$ cat config.mk
export PLATFORM = sky130hd
export DESIGN_NAME = shape_storage_encoder_flat
export DESIGN_NICKNAME = d
export VERILOG_FILES = /design/src/rtl/shape_storage_encoder_if.sv /design/src/rtl/shape_storage_encoder.sv /design/src/flat_wrapper.sv
export SDC_FILE = /design/constraint.sdc
export NUM_CORES = 1
export LEC_CHECK = 0
export CORE_MARGIN = 5
export CORE_UTILIZATION = 50
export DETAILED_ROUTE_END_ITERATION = 8
export GPL_TIMING_DRIVEN = 1
export PLACE_DENSITY = 0.73
export SYNTH_ARGS = -nofsm -noshare
export SYNTH_HDL_FRONTEND = slang
export SYNTH_SLANG_ARGS = --single-unit
$ cat constraint.sdc
create_clock -name clk_in -period 13.9 [get_ports clk_in]
set_clock_uncertainty 0.15 [all_clocks]
set_input_delay 1.39 -clock clk_in [delete_from_list [all_inputs] [get_ports clk_in]]
set_output_delay 1.39 -clock clk_in [all_outputs]
set_load 0.01 [all_outputs]
$ cat src/rtl/shape_storage_encoder_if.sv
// Shape-in / record-out handshake bundle between vertex capture, the encoder and object storage.
// Parameters must match the attached shape_storage_encoder instance.
interface shape_storage_encoder_if #(
  parameter int COORD_W = 10,
  parameter int NUM_PTS = 4,
  parameter int PARAM_W = 36,
  parameter int VEL_W   = 16
);
  logic                           valid_in;
  logic                           ready_out;
  logic [3+2*COORD_W*NUM_PTS-1:0] draw_props;
  logic                           ready_in;
  logic                           valid_out;
  logic                           is_static;
  logic [1:0]                     id_bits;
  logic [PARAM_W-1:0]             params;
  logic [COORD_W-1:0]             pos_x;
  logic [COORD_W-1:0]             pos_y;
  logic [VEL_W-1:0]               vel_x;
  logic [VEL_W-1:0]               vel_y;

  modport master (
    output valid_in, draw_props, ready_in,
    input  ready_out, valid_out, is_static, id_bits, params, pos_x, pos_y, vel_x, vel_y
  );

  modport slave (
    input  valid_in, draw_props, ready_in,
    output ready_out, valid_out, is_static, id_bits, params, pos_x, pos_y, vel_x, vel_y
  );
endinterface

$ cat src/rtl/shape_storage_encoder.sv
// Converts one drawn shape into a physics storage record: serial min/max scan for
// rectangles, 2-bit-per-cycle restoring sqrt for circle radius, valid/ready on both sides.
module shape_storage_encoder #(
  parameter int COORD_W = 10,
  parameter int NUM_PTS = 4,
  parameter int PARAM_W = 36,
  parameter int VEL_W   = 16
) (
  input logic                    clk_in,
  input logic                    rst_n_in,
  shape_storage_encoder_if.slave bus
);
  localparam int SQ_W  = 2*COORD_W + 2;
  localparam int ITER  = SQ_W / 2;
  localparam int REM_W = ITER + 2;
  localparam int PTS_W = 2*COORD_W*NUM_PTS;
  localparam int IDX_W = $clog2(NUM_PTS);
  localparam int CNT_W = $clog2(ITER);

  typedef enum logic [2:0] {IDLE, SCAN, SQ_PREP, SQRT, OUT} state_t;

  function automatic logic [COORD_W-1:0] pt_x(input logic [PTS_W-1:0] p, input int i);
    return p[PTS_W-1-2*COORD_W*i -: COORD_W];
  endfunction

  function automatic logic [COORD_W-1:0] pt_y(input logic [PTS_W-1:0] p, input int i);
    return p[PTS_W-1-2*COORD_W*i-COORD_W -: COORD_W];
  endfunction

  function automatic logic [COORD_W-1:0] abs_diff(input logic [COORD_W-1:0] a, input logic [COORD_W-1:0] b);
    return (a >= b) ? a - b : b - a;
  endfunction

  function automatic logic [COORD_W-1:0] mid(input logic [COORD_W-1:0] a, input logic [COORD_W-1:0] b);
    logic [COORD_W:0] sum;
    sum = {1'b0, a} + {1'b0, b};
    return COORD_W'(sum >> 1);
  endfunction

  function automatic logic [PARAM_W-1:0] pack2(input logic [COORD_W-1:0] a, input logic [COORD_W-1:0] b);
    return PARAM_W'({a, b}) << (PARAM_W - 2*COORD_W);
  endfunction

  function automatic logic [PARAM_W-1:0] pack1(input logic [COORD_W-1:0] a);
    return PARAM_W'(a) << (PARAM_W - COORD_W);
  endfunction

  state_t             state, state_nxt;
  logic [PTS_W-1:0]   in_pts, pts;
  logic               in_static, accept, last_pt, last_iter;
  logic [1:0]         in_id;
  logic [IDX_W-1:0]   idx;
  logic [CNT_W-1:0]   cnt;
  logic [COORD_W-1:0] min_x, min_y, max_x, max_y, cen_x, cen_y, dx, dy;
  logic [COORD_W-1:0] cur_x, cur_y, fmin_x, fmin_y, fmax_x, fmax_y;
  logic [SQ_W-1:0]    sq_op;
  logic [REM_W-1:0]   rem, rem_nxt;
  logic [REM_W+1:0]   rem_t, trial;
  logic               sq_ge;
  logic [ITER-1:0]    root, root_nxt;
  logic               is_static_r;
  logic [1:0]         id_r;
  logic [PARAM_W-1:0] params_r;
  logic [COORD_W-1:0] pos_x_r, pos_y_r;

  assign in_pts    = bus.draw_props[PTS_W-1:0];
  assign in_id     = bus.draw_props[PTS_W+1:PTS_W];
  assign in_static = bus.draw_props[PTS_W+2];
  assign accept    = bus.valid_in && (state == IDLE);
  assign last_pt   = (idx == IDX_W'(NUM_PTS-1));
  assign last_iter = (cnt == CNT_W'(ITER-1));

  always_comb begin
    cur_x    = pt_x(pts, int'(idx));
    cur_y    = pt_y(pts, int'(idx));
    fmin_x   = (cur_x < min_x) ? cur_x : min_x;
    fmin_y   = (cur_y < min_y) ? cur_y : min_y;
    fmax_x   = (cur_x > max_x) ? cur_x : max_x;
    fmax_y   = (cur_y > max_y) ? cur_y : max_y;
    // One restoring-sqrt step: bring down two radicand bits, try subtracting 4*root+1.
    rem_t    = {rem, sq_op[SQ_W-1 -: 2]};
    trial    = {2'b00, root, 2'b01};
    sq_ge    = (rem_t >= trial);
    rem_nxt  = sq_ge ? REM_W'(rem_t - trial) : REM_W'(rem_t);
    root_nxt = {root[ITER-2:0], sq_ge};
  end

  always_comb begin
    state_nxt = state;
    case (state)
      IDLE: begin
        if (bus.valid_in) begin
          case (in_id)
            2'b11:   state_nxt = SCAN;
            2'b01:   state_nxt = SQ_PREP;
            default: state_nxt = OUT;
          endcase
        end
      end
      SCAN:    if (last_pt) state_nxt = OUT;
      SQ_PREP: state_nxt = SQRT;
      SQRT:    if (last_iter) state_nxt = OUT;
      OUT:     if (bus.ready_in) state_nxt = IDLE;
      default: state_nxt = IDLE;
    endcase
  end

  // Control and record registers: cleared by reset so an aborted shape leaves nothing behind.
  always_ff @(posedge clk_in or negedge rst_n_in) begin
    if (!rst_n_in) begin
      state       <= IDLE;
      idx         <= '0;
      cnt         <= '0;
      is_static_r <= 1'b0;
      id_r        <= 2'b00;
      params_r    <= '0;
      pos_x_r     <= '0;
      pos_y_r     <= '0;
    end else begin
      state <= state_nxt;
      case (state)
        IDLE: begin
          if (accept) begin
            is_static_r <= in_static;
            id_r        <= in_id;
            idx         <= IDX_W'(1);
            if (in_id == 2'b00) begin
              pos_x_r  <= '0;
              pos_y_r  <= '0;
              params_r <= '0;
            end else if (in_id == 2'b10) begin
              pos_x_r  <= pt_x(in_pts, 0);
              pos_y_r  <= pt_y(in_pts, 0);
              params_r <= pack2(pt_x(in_pts, 1), pt_y(in_pts, 1));
            end
          end
        end
        SCAN: begin
          idx <= idx + 1'b1;
          if (last_pt) begin
            pos_x_r  <= fmin_x;
            pos_y_r  <= fmin_y;
            params_r <= pack2(fmax_x - fmin_x, fmax_y - fmin_y);
          end
        end
        SQ_PREP: cnt <= '0;
        SQRT: begin
          cnt <= cnt + 1'b1;
          if (last_iter) begin
            pos_x_r  <= cen_x;
            pos_y_r  <= cen_y;
            params_r <= pack1(root_nxt[ITER-1:1]);
          end
        end
        default: ;
      endcase
    end
  end

  // Working datapath: only meaningful while its state is active, so no reset.
  always_ff @(posedge clk_in) begin
    case (state)
      IDLE: begin
        if (accept) begin
          pts   <= in_pts;
          min_x <= pt_x(in_pts, 0);
          max_x <= pt_x(in_pts, 0);
          min_y <= pt_y(in_pts, 0);
          max_y <= pt_y(in_pts, 0);
          cen_x <= mid(pt_x(in_pts, 0), pt_x(in_pts, 1));
          cen_y <= mid(pt_y(in_pts, 0), pt_y(in_pts, 1));
          dx    <= abs_diff(pt_x(in_pts, 0), pt_x(in_pts, 1));
          dy    <= abs_diff(pt_y(in_pts, 0), pt_y(in_pts, 1));
        end
      end
      SCAN: begin
        min_x <= fmin_x;
        min_y <= fmin_y;
        max_x <= fmax_x;
        max_y <= fmax_y;
      end
      SQ_PREP: begin
        sq_op <= SQ_W'(dx) * SQ_W'(dx) + SQ_W'(dy) * SQ_W'(dy);
        rem   <= '0;
        root  <= '0;
      end
      SQRT: begin
        sq_op <= sq_op << 2;
        rem   <= rem_nxt;
        root  <= root_nxt;
      end
      default: ;
    endcase
  end

  assign bus.ready_out = (state == IDLE) && rst_n_in;
  assign bus.valid_out = (state == OUT);
  assign bus.is_static = is_static_r;
  assign bus.id_bits   = id_r;
  assign bus.params    = params_r;
  assign bus.pos_x     = pos_x_r;
  assign bus.pos_y     = pos_y_r;
  assign bus.vel_x     = '0;
  assign bus.vel_y     = '0;
endmodule

$ cat src/flat_wrapper.sv
// flat-port wrapper written by rule: the top's interface ports become plain ports
module shape_storage_encoder_flat 
#(
  parameter int COORD_W = 10,
  parameter int NUM_PTS = 4,
  parameter int PARAM_W = 36,
  parameter int VEL_W   = 16
)
  (clk_in, rst_n_in, bus_valid_in, bus_draw_props, bus_ready_in, bus_ready_out, bus_valid_out, bus_is_static, bus_id_bits, bus_params, bus_pos_x, bus_pos_y, bus_vel_x, bus_vel_y);
  shape_storage_encoder_if #(.COORD_W(COORD_W), .NUM_PTS(NUM_PTS), .PARAM_W(PARAM_W), .VEL_W(VEL_W)) bus_i ();
  input logic clk_in;
  input logic rst_n_in;
  input wire logic [$bits(bus_i.valid_in)-1:0] bus_valid_in;
  input wire logic [$bits(bus_i.draw_props)-1:0] bus_draw_props;
  input wire logic [$bits(bus_i.ready_in)-1:0] bus_ready_in;
  output wire logic [$bits(bus_i.ready_out)-1:0] bus_ready_out;
  output wire logic [$bits(bus_i.valid_out)-1:0] bus_valid_out;
  output wire logic [$bits(bus_i.is_static)-1:0] bus_is_static;
  output wire logic [$bits(bus_i.id_bits)-1:0] bus_id_bits;
  output wire logic [$bits(bus_i.params)-1:0] bus_params;
  output wire logic [$bits(bus_i.pos_x)-1:0] bus_pos_x;
  output wire logic [$bits(bus_i.pos_y)-1:0] bus_pos_y;
  output wire logic [$bits(bus_i.vel_x)-1:0] bus_vel_x;
  output wire logic [$bits(bus_i.vel_y)-1:0] bus_vel_y;
  assign bus_i.valid_in = bus_valid_in;
  assign bus_i.draw_props = bus_draw_props;
  assign bus_i.ready_in = bus_ready_in;
  assign bus_ready_out = bus_i.ready_out;
  assign bus_valid_out = bus_i.valid_out;
  assign bus_is_static = bus_i.is_static;
  assign bus_id_bits = bus_i.id_bits;
  assign bus_params = bus_i.params;
  assign bus_pos_x = bus_i.pos_x;
  assign bus_pos_y = bus_i.pos_y;
  assign bus_vel_x = bus_i.vel_x;
  assign bus_vel_y = bus_i.vel_y;
  shape_storage_encoder #(.COORD_W(COORD_W), .NUM_PTS(NUM_PTS), .PARAM_W(PARAM_W), .VEL_W(VEL_W)) u_core (.clk_in(clk_in), .rst_n_in(rst_n_in), .bus(bus_i));
endmodule
==> summary.md <==
| Metric | Value |
|---|---|
| Yosys reg bits | 258 |
| Top FF cell, synth | edfxtp_1 |
| FMAX | between 100 and 150 MHz |
| Vias in the first global route | 17300 |
| Commonest non-fill, non-tap cell in the layout | inv_1 |
| N_diodes | 0 |
| R2R Setup Slk | 5.95 ns |
| FP Rows | 78 |
| Worst Setup EP | u_core.bus.params[35] |
| Post-synthesis area per instance | 10.0 um2 |
| Drt drc | 0 |
| Ys Warns | 0 |
| Post-Route WL | just over 60000 um |
| Status | completed |
| Clock Path Buffers | 3 |
| Seq/Total Area, Yosys | 32.6% |
| Final critical-path required period | 7.95 ns |
| R2R Path Start | u_core.idx[1] |
| Cts hold-fix bufs | 0 |
| Reg clk slew, reported paths | roughly 0.060 ns |
| Crit path arrival time | 8.22 ns |
| CTS root buffer | clkbuf_16 |
| Fin util | a little under three fifths |
| I/O pins | 180 |
| Worst setup EP type | flip-flop |
| Htree depth | 1 |
| Max-cap viol count | 0 |
| CP most frequent cell | a21oi_1 |
| R2R cell count | 29 |
| Port bufs | 131 |
| CTS tree | done |
| RR Endpoint | u_core.bus.params[35] |
| CP Max Fanout | 41 |
| Global-route wire length before repair | 96500 um |
| Total grt overflow | 0 |
| DR WL met3 | 4330 um |
| CP startpoint kind | flip-flop |
| Asr flop ratio synth | between 20% and 30% |
| DP Wirelength | 47600 um |
| Placed Area | roughly 0.025 mm2 |
| Initial antenna violation count | 2 |
| Wl on met1 | 26500 um |
| Vias post-DR | 17000 |
| Mapped Cells | 2288 |
| Fin crit share | 57.2% |
| Setup bufs post-CTS | 0 |
| CP required | 14.17 ns |
| Post-synthesis instance area | ~0.023 mm2 |
| Core footprint | 0.0454 mm2 |
| Most frequent cells in the layout | 314 x inv_1, 216 x nand2_1, 214 x ha_1 |
| Hold crit path type | reg2reg |
| PostCTS Resize Cnt | 0 |
| Post-synth EDFFs | 206 |
| Slowest stage delay, CP | 0.83 ns |
| DR top layer | met5 |
| Vias per cell | 5.69 |
| Drt initial violations | 1610 |
| Met2 wire length | around 29000 um |
| Gpl congestion | 0.895 |
| Worst-Skew Late Latency | 0.58 ns |
| Die width | ~220 um |
| Yosys cell types | 78 |
| Final setup TNS | 0 ns |
| Final hold vios | 0 |
| Effective utilization at floorplan | 50.6% |
| Final Max Tran Viols | 0 |
| Worst slew margin | 18.3% |
| Die Ht | approximately 220 um |
| Setup violators final | 0 |
| Slowest CP cell | nor2_1 |
| Final hold slack | 0.327 ns |
| Antenna viol nets, final | 0 |
| TritonCTS sink count | 258 |
| Crit Path Category | reg2reg |
| DR WL/cell | 20.6 um |
| Fin nets | 2802 |
| Die area | 0.0504 mm2 |
| First-pass DRT Iterations | 6 |
| CTS Buf Count | 30 |
| Area Growth Syn to Fin | 11.6% |
| Largest net degree at the start of global routing | 71 |
| Tot GR Track Use | 24.2% |
| Final Instance Area | ~0.026 mm2 |
| RSZ-0062 raised after global routing | false |
| Crit. Startpoint | u_core.idx[1] |
| Layout cells sized above 1 | 6.87% |
| Worst-margin pin slew | 1.22 ns |
synth_stat cells (all sizes together) (6+ instances only):
cell type,number,area [um2]
clkbuf,72,270
nand2,218,821
o22ai,6,37.5
nand4,12,75.1
nor2,164,616
fa,138,2760
and2,53,334
a221oi,34,304
mux4,53,1190
o31ai,6,45.0
o21a,16,120
nand2b,14,87.6
o21ai,141,709
xnor2,54,473
xor2,33,289
nor2b,13,81.3
o21bai,25,188
inv,315,1180
a21o,19,143
and3,11,68.8
a21boi,6,45.0
ha,214,2680
a31oi,12,81.3
dfrtp,52,1300
buf,78,523
mux2i,70,701
o211ai,10,75.1
mux2,20,225
edfxtp,206,6190
a21oi,117,589
nor3,18,90.1
nand3,17,85.1
a211oi,7,52.6
final cells by class:
type | instances | area (um2)
fillers | 3829 | 19700
clock inverters | 19 | 274
well taps | 600 | 751
clock buffers | 37 | 797
inverters | 316 | 1190
flip-flops and latches | 258 | 7490
repair buffers | 146 | 1420
multi-input cells | 1611 | 13700
critical path: cells and delay by family (launching register included):
kind | cells | cell delay [ns]
compound gates | 17 | 3.22
xor+xnor | 1 | 0.09
fa+ha+maj | 3 | 1.17
buf+inv | 3 | 1.03
flops | 1 | 0.78
simple gates | 5 | 1.36
routing by layer:
metal / GRT usage, % / up-vias
met3: 3.90 / 121
met5: 0 / -
met4: 7.58 / 2
met2: 39.2 / 631
met1: 33.7 / 8326
li1: - / 7925
worst min-delay path by stage:
stage	slack, ns	cells past startpoint	from	end
after floorplan	0.33	2	u_core.sq_op[0]	u_core.sq_op[2]
after global placement	0.32	2	u_core.bus.pos_x[5]	u_core.bus.pos_x[5]
after detailed placement	0.32	2	u_core.bus.pos_x[6]	u_core.bus.pos_x[6]
after CTS	0.33	2	u_core.bus.pos_x[6]	u_core.bus.pos_x[6]
after global routing	0.35	2	u_core.bus.pos_x[4]	u_core.bus.pos_x[4]
final	0.33	2	u_core.bus.pos_x[6]	u_core.bus.pos_x[6]
kinds of logic after synthesis:
family          Yosys count  share of synthesized area, %
other cells               1                        0.0163
mux                     143                          9.22
flops                   258                          32.6
compound gates          439                          12.1
fa+ha+maj               352                          23.7
xor+xnor                 87                          3.32
buf+inv                 466                          8.61
simple gates            542                          10.5
flip-flops by register name, summed over array words and instances, names as in the netlist:
register	cells
u_core.max_y	10
u_core.cnt	4
u_core.cen_x	10
u_core.min_y	10
u_core.bus.pos_x	10
u_core.dx	10
u_core.state	3
u_core.bus.is_static	1
u_core.dy	10
u_core.idx	2
u_core.rem	13
u_core.bus.id_bits	2
u_core.bus.pos_y	10
u_core.min_x	10
u_core.max_x	10
u_core.root	11
u_core.bus.params	20
u_core.cen_y	10
u_core.sq_op	22
u_core.pts	80
per-stage QoR:
stage	std cells	setup WS, ns
after floorplan	2335	6.11
after global routing	2987	5.46
after global placement	2931	6.21
after detailed placement	2931	6.12
after CTS	2987	6.07
final	2987	5.95
Power is not shown: default switching activity piles up to over one toggle a cycle in this logic, so the estimate is an artifact.
